<file path="config.mk">
export PLATFORM = sky130hd
export DESIGN_NAME = aes_ctr_sequencer_flat
export DESIGN_NICKNAME = d
export VERILOG_FILES = /design/src/rtl/aes_ctr_pkg.sv /design/src/rtl/aes_ctr_sequencer_if.sv /design/src/rtl/aes_ctr_sequencer.sv /design/src/flat_wrapper.sv
export SDC_FILE = /design/constraint.sdc
export NUM_CORES = 1
export LEC_CHECK = 0
export ABC_AREA = 1
export BUFFER_PORTS_ARGS = -buffer_cell sky130_fd_sc_hd__buf_2
export CAP_MARGIN = 20
export CORE_AREA = 2 2 251 253
export CTS_CLUSTER_DIAMETER = 200
export CTS_CLUSTER_SIZE = 10
export DETAILED_ROUTE_END_ITERATION = 10
export DIE_AREA = 0 0 253 255
export MAX_ROUTING_LAYER = met4
export PLACE_DENSITY = 0.56
export SYNTH_ARGS = -nofsm -noshare
export SYNTH_HDL_FRONTEND = slang
export SYNTH_SLANG_ARGS = --single-unit
</file>
<file path="constraint.sdc">
create_clock -name clk -period 15.2 [get_ports clk]
set_clock_uncertainty 0.05 [all_clocks]
set_input_delay 1.52 -clock clk [delete_from_list [all_inputs] [get_ports clk]]
set_output_delay 1.52 -clock clk [all_outputs]
set_load 0.02 [all_outputs]
</file>
<file path="src/rtl/aes_ctr_pkg.sv">
// rtl/aes_ctr_pkg.sv - shared types and widths for the AES-CTR sequencer
package aes_ctr_pkg;

  localparam int BLK_W       = 128;
  localparam int NONCE_W_DEF = 96;
  localparam int CTR_W_DEF   = 32;

  typedef enum logic [1:0] {
    IDLE = 2'd0,
    REQ  = 2'd1,
    WAIT = 2'd2,
    HOLD = 2'd3
  } state_e;

endpackage

</file>
<file path="src/rtl/aes_ctr_sequencer_if.sv">
// rtl/aes_ctr_sequencer_if.sv - AES core handshake plus plaintext/ciphertext streams
interface aes_ctr_sequencer_if;
  import aes_ctr_pkg::*;

  logic [BLK_W-1:0] aes_block;
  logic             aes_start;
  logic             aes_done;
  logic [BLK_W-1:0] aes_result;

  logic [BLK_W-1:0] din;
  logic             din_valid;
  logic             din_ready;
  logic             din_last;

  logic [BLK_W-1:0] dout;
  logic             dout_valid;
  logic             dout_ready;

  modport master (
    output aes_block, aes_start, din_ready, dout, dout_valid,
    input  aes_done, aes_result, din, din_valid, din_last, dout_ready
  );

  modport slave (
    input  aes_block, aes_start, din_ready, dout, dout_valid,
    output aes_done, aes_result, din, din_valid, din_last, dout_ready
  );

endinterface

</file>
<file path="src/rtl/aes_ctr_sequencer.sv">
// rtl/aes_ctr_sequencer.sv - CTR-mode keystream sequencer around an external AES core
// AES_CTR_WRAP_GUARD_EN: stop at counter overflow instead of wrapping silently.
module aes_ctr_sequencer
  import aes_ctr_pkg::*;
#(
  parameter int NONCE_W = NONCE_W_DEF,
  parameter int CTR_W   = CTR_W_DEF
) (
  input  logic               clk,
  input  logic               rst,
  input  logic               start,
  input  logic [NONCE_W-1:0] nonce,
  input  logic [CTR_W-1:0]   ctr_init,
  output logic               busy,
  output logic               ctr_wrap,
  aes_ctr_sequencer_if.master bus
);

  state_e             state_q, state_d;
  logic [NONCE_W-1:0] nonce_q, nonce_d;
  logic [CTR_W-1:0]   ctr_q, ctr_d;
  logic [BLK_W-1:0]   ks_q, ks_d;
  logic               ks_valid_q, ks_valid_d;
  logic [BLK_W-1:0]   dout_q, dout_d;
  logic               dout_valid_q, dout_valid_d;
  logic               ctr_wrap_q, ctr_wrap_d;
  logic               din_ready;
  logic               din_hs;

  // A new block may enter only when the output register is free or draining this cycle.
  assign din_ready = (state_q == HOLD) && ks_valid_q && (!dout_valid_q || bus.dout_ready);
  assign din_hs    = din_ready && bus.din_valid;

  always_comb begin
    state_d      = state_q;
    nonce_d      = nonce_q;
    ctr_d        = ctr_q;
    ks_d         = ks_q;
    ks_valid_d   = ks_valid_q;
    dout_d       = dout_q;
    dout_valid_d = dout_valid_q;
    ctr_wrap_d   = ctr_wrap_q;

    if (dout_valid_q && bus.dout_ready) begin
      dout_valid_d = 1'b0;
    end

    case (state_q)
      IDLE: begin
        if (start) begin
          nonce_d    = nonce;
          ctr_d      = ctr_init;
          ctr_wrap_d = 1'b0;
          state_d    = REQ;
        end
      end
      REQ: begin
        state_d = WAIT;
      end
      WAIT: begin
        if (bus.aes_done) begin
          ks_d       = bus.aes_result;
          ks_valid_d = 1'b1;
          ctr_d      = ctr_q + CTR_W'(1);
          state_d    = HOLD;
          if (&ctr_q) begin
            ctr_wrap_d = 1'b1;
`ifdef AES_CTR_WRAP_GUARD_EN
            ks_d       = '0;
            ks_valid_d = 1'b0;
            state_d    = IDLE;
`endif
          end
        end
      end
      HOLD: begin
        if (din_hs) begin
          dout_d       = bus.din ^ ks_q;
          dout_valid_d = 1'b1;
          ks_valid_d   = 1'b0;
          state_d      = bus.din_last ? IDLE : REQ;
        end
      end
      default: state_d = IDLE;
    endcase
  end

  always_ff @(posedge clk or posedge rst) begin
    if (rst) begin
      state_q      <= IDLE;
      nonce_q      <= '0;
      ctr_q        <= '0;
      ks_q         <= '0;
      ks_valid_q   <= 1'b0;
      dout_q       <= '0;
      dout_valid_q <= 1'b0;
      ctr_wrap_q   <= 1'b0;
    end else begin
      state_q      <= state_d;
      nonce_q      <= nonce_d;
      ctr_q        <= ctr_d;
      ks_q         <= ks_d;
      ks_valid_q   <= ks_valid_d;
      dout_q       <= dout_d;
      dout_valid_q <= dout_valid_d;
      ctr_wrap_q   <= ctr_wrap_d;
    end
  end

  assign bus.aes_block  = {nonce_q, ctr_q};
  assign bus.aes_start  = (state_q == REQ);
  assign bus.din_ready  = din_ready;
  assign bus.dout       = dout_q;
  assign bus.dout_valid = dout_valid_q;
  assign busy           = (state_q != IDLE);
  assign ctr_wrap       = ctr_wrap_q;

endmodule

</file>
<file path="src/flat_wrapper.sv">
// flat-port wrapper written by rule: the top's interface ports become plain ports
module aes_ctr_sequencer_flat import aes_ctr_pkg::*;
#(
  parameter int NONCE_W = NONCE_W_DEF,
  parameter int CTR_W   = CTR_W_DEF
)
  (clk, rst, start, nonce, ctr_init, busy, ctr_wrap, bus_aes_block, bus_aes_start, bus_din_ready, bus_dout, bus_dout_valid, bus_aes_done, bus_aes_result, bus_din, bus_din_valid, bus_din_last, bus_dout_ready);
  aes_ctr_sequencer_if bus_i ();
  input  logic clk;
  input  logic rst;
  input  logic start;
  input  logic [NONCE_W-1:0] nonce;
  input  logic [CTR_W-1:0] ctr_init;
  output logic busy;
  output logic ctr_wrap;
  output wire logic [$bits(bus_i.aes_block)-1:0] bus_aes_block;
  output wire logic [$bits(bus_i.aes_start)-1:0] bus_aes_start;
  output wire logic [$bits(bus_i.din_ready)-1:0] bus_din_ready;
  output wire logic [$bits(bus_i.dout)-1:0] bus_dout;
  output wire logic [$bits(bus_i.dout_valid)-1:0] bus_dout_valid;
  input wire logic [$bits(bus_i.aes_done)-1:0] bus_aes_done;
  input wire logic [$bits(bus_i.aes_result)-1:0] bus_aes_result;
  input wire logic [$bits(bus_i.din)-1:0] bus_din;
  input wire logic [$bits(bus_i.din_valid)-1:0] bus_din_valid;
  input wire logic [$bits(bus_i.din_last)-1:0] bus_din_last;
  input wire logic [$bits(bus_i.dout_ready)-1:0] bus_dout_ready;
  assign bus_aes_block = bus_i.aes_block;
  assign bus_aes_start = bus_i.aes_start;
  assign bus_din_ready = bus_i.din_ready;
  assign bus_dout = bus_i.dout;
  assign bus_dout_valid = bus_i.dout_valid;
  assign bus_i.aes_done = bus_aes_done;
  assign bus_i.aes_result = bus_aes_result;
  assign bus_i.din = bus_din;
  assign bus_i.din_valid = bus_din_valid;
  assign bus_i.din_last = bus_din_last;
  assign bus_i.dout_ready = bus_dout_ready;
  aes_ctr_sequencer #(.NONCE_W(NONCE_W), .CTR_W(CTR_W)) u_core (.clk(clk), .rst(rst), .start(start), .nonce(nonce), .ctr_init(ctr_init), .busy(busy), .ctr_wrap(ctr_wrap), .bus(bus_i));
endmodule
</file>
==> flow_summary.json <==
{
  "fmax_mhz": 274,
  "cts_resized": 0,
  "cp-start-kind": "input port",
  "start_util_pct": 26.7,
  "tightest_slew_ns": 1.06,
  "vias": 12658,
  "grt_usage_pct": 15.1,
  "drt_first_pass_iters": 5,
  "avgViaCountPerCell": 4.34,
  "path_buf_inv": 2,
  "path_class": "in -> out",
  "crit_chain": "buf_2 > nor2_1 > nor2_2 > buf_2",
  "core-area_sq_um": 62200,
  "cp_top_family": "buffers and inverters",
  "final_cell_mix": "buf_2 (651), dfrtp_1 (389), nand2_1 (277)",
  "clockBufferDepth": 3,
  "drt_wl_total_um": 49800,
  "clk_pin_slew_ns": 0.05,
  "num-fill-cells": 6331,
  "drive_above_1_share_pct": 45.3,
  "ys.warnings.count": 0,
  "crit_fanout": 2,
  "grt_pass1_vias": 12897,
  "grt_max_degree": 150,
  "power_density_nw_per_um2": 220,
  "peakVddDrop_mv": 0.111,
  "yosys.cell_types.count": 33,
  "dp_worst_setup_slack_ns": 10.82,
  "slowest_stage": "buf_2",
  "rsz0062_at_grt": "false",
  "fin_crit_ns": 3.65,
  "ctsHoldBuffers": 0,
  "numPortBuffers": 651,
  "post_cts_buffers": 0,
  "die_h_um": 255,
  "h-tree-depth": 2,
  "wl_per_cell_um": 17.1,
  "floorplan.rows": 92,
  "dr_wl_met2_um": 25500,
  "maxSlewHeadroom_pct": 29.3,
  "die_width_um": 253,
  "finalHoldWorstSlack_ns": 0.427,
  "required_ns": 13.63,
  "overflow": 0,
  "setup_viol": 0,
  "drc": 0,
  "cts_root_buf": "clkbuf_16",
  "final-hold-violation-count": 0,
  "ys_seq_elements": 389,
  "fin_setup_tns_ns": 0,
  "io_pins": 652,
  "synthCells": 1461,
  "setup.worst_path.end_class": "output port",
  "fin_ws_ns": 11.55,
  "finalCritPeriodShare_pct": 24.0,
  "cts_tree": "done",
  "min_path_type": "reg -> reg",
  "grt_antenna_before_repair": 8,
  "cts_buffers": 44,
  "syn2layout_area_growth_pct": 32.1,
  "gp_congestion": 0.892,
  "drv_slew": 0,
  "top_layer": "met4",
  "max_stage_delay_ns": 0.22,
  "cts.sinks": 389,
  "p_leak_nw": 10.6,
  "drv_cap": 0,
  "synth.cell_area_sq_um": 16600,
  "status": "finished, final reports clean",
  "hpwl_um": 37300,
  "path_common_cell": "buf_2",
  "final_nets": 2501,
  "die_area_sq_um": 64500,
  "ant_nets": 0,
  "grt_pass1_wl_um": 73400,
  "yosysSeqAreaShare_pct": 58.7,
  "syn-mean-instance-area_sq_um": 11.3,
  "insertion_delay_ns": 0.56,
  "wl_met3_um": 3130,
  "wl_met1_um": 19900,
  "synth_nets": 1857,
  "arrival_ns": 2.08,
  "total_power_w": 0.00482,
  "layout_commonest_cell": "buf_2",
  "drt_iter0_markers": 576
}
[cell families after synthesis]
logic type	after synthesis	synth area share, %
simple gates	417	10.1
flops	389	58.7
buf+inv	109	2.97
compound gates	188	5.84
xor+xnor	129	6.82
fa+ha+maj	5	0.377
mux	224	15.2
[registers in the layout, summed over array words and instances, names as in the netlist]
name and flops:
u_core.bus.dout 128, u_core.ks_q 128, u_core.nonce_q 96, u_core.ctr_q 32
u_core.state_q 2, u_core.bus.dout_valid 1, u_core.ctr_wrap 1, u_core.ks_valid_q 1
[path summary, 6_finish.rpt]
check	from	endpoint	slack (ns)	cells past startpoint
max in group asynchronous	rst	u_core.bus.dout[101]$_DFFE_PP0P_	12.00	5
max	bus_dout_ready	bus_din_ready	11.55	4
min reg2reg	u_core.bus.dout[99]$_DFFE_PP0P_	u_core.bus.dout[99]$_DFFE_PP0P_	0.43	2
min	u_core.bus.dout[99]$_DFFE_PP0P_	u_core.bus.dout[99]$_DFFE_PP0P_	0.43	2
max reg2reg	u_core.state_q[0]$_DFFE_PP0P_	u_core.ks_q[45]$_DFFE_PP0P_	11.88	6
min in group asynchronous	rst	u_core.nonce_q[12]$_DFFE_PP0P_	1.07	2
[metal layers]
metal / track usage, % / vias to the layer above
met5: - / -
met4: 5.31 / 0
met3: 3.35 / 79
met2: 25.5 / 417
met1: 17.6 / 6039
li1: - / 6123
[cells in the mapped netlist]
master / count / area [sq um]
mux2_2: 224 / 2520
buf_4: 3 / 22.5
and2_1: 1 / 6.26
nand3_1: 35 / 175
inv_1: 43 / 161
a31oi_1: 1 / 6.26
o22ai_1: 2 / 12.5
buf_6: 1 / 11.3
xnor2_1: 129 / 1130
nor2_1: 82 / 308
nand3b_1: 3 / 22.5
or2_2: 2 / 12.5
nand2_1: 279 / 1050
nand2_2: 3 / 18.8
nor2_2: 7 / 43.8
a21oi_1: 15 / 75.1
o21a_1: 1 / 7.51
buf_1: 1 / 3.75
a2bb2oi_1: 1 / 8.76
nand4_1: 3 / 18.8
ha_1: 5 / 62.6
nor3_1: 1 / 5.00
dfrtp_1: 389 / 9730
inv_2: 1 / 3.75
buf_2: 49 / 245
o21ai_0: 87 / 435
a22oi_1: 2 / 15.0
a21oi_2: 2 / 17.5
clkbuf_2: 2 / 10.0
o21ai_1: 75 / 375
clkbuf_1: 9 / 33.8
o211ai_1: 2 / 15.0
nor2_4: 1 / 11.3
[worst reg2reg max path: stages (launching register included)]
cell	delay (ns)
dfrtp_1	0.41
inv_1	0.10
ha_2	0.18
buf_4	0.30
nand2_4	0.67
buf_4	0.97
mux2_2	0.53
[metrics by stage]
| stage | cell area, sq um | utilization [%] | cells |
|---|---|---|---|
| final | 21900 | 35.2 | 2916 |
| after global routing | 21900 | 35.2 | 2913 |
| after CTS | 21800 | 35.1 | 2903 |
| after detailed placement | 20600 | 33.2 | 2855 |
| after global placement | 20600 | 33.2 | 2855 |
| after floorplan | 16600 | - | 1461 |
[where the power goes]
| group | switching, W | internal, W | leakage (nW) |
|---|---|---|---|
| sequential | 0.000360 | 0.00155 | 4.71 |
| clock | 0.000409 | 0.000523 | 0.574 |
| combinational | 0.00114 | 0.000847 | 5.31 |
[cell type report]
cell class	count	area [sq um]	area share, %
Sequential cell	389	9730	44.4
Antenna cell	10	25.0	0.114
Clock buffer	46	1130	5.16
Multi-Input combinational cell	963	6380	29.1
Timing Repair Buffer	663	3410	15.6
Clock inverter	2	46.3	0.211
Tap cell	799	1000	4.56
Inverter	44	173	0.788
Power figures use the tool's default switching activity.
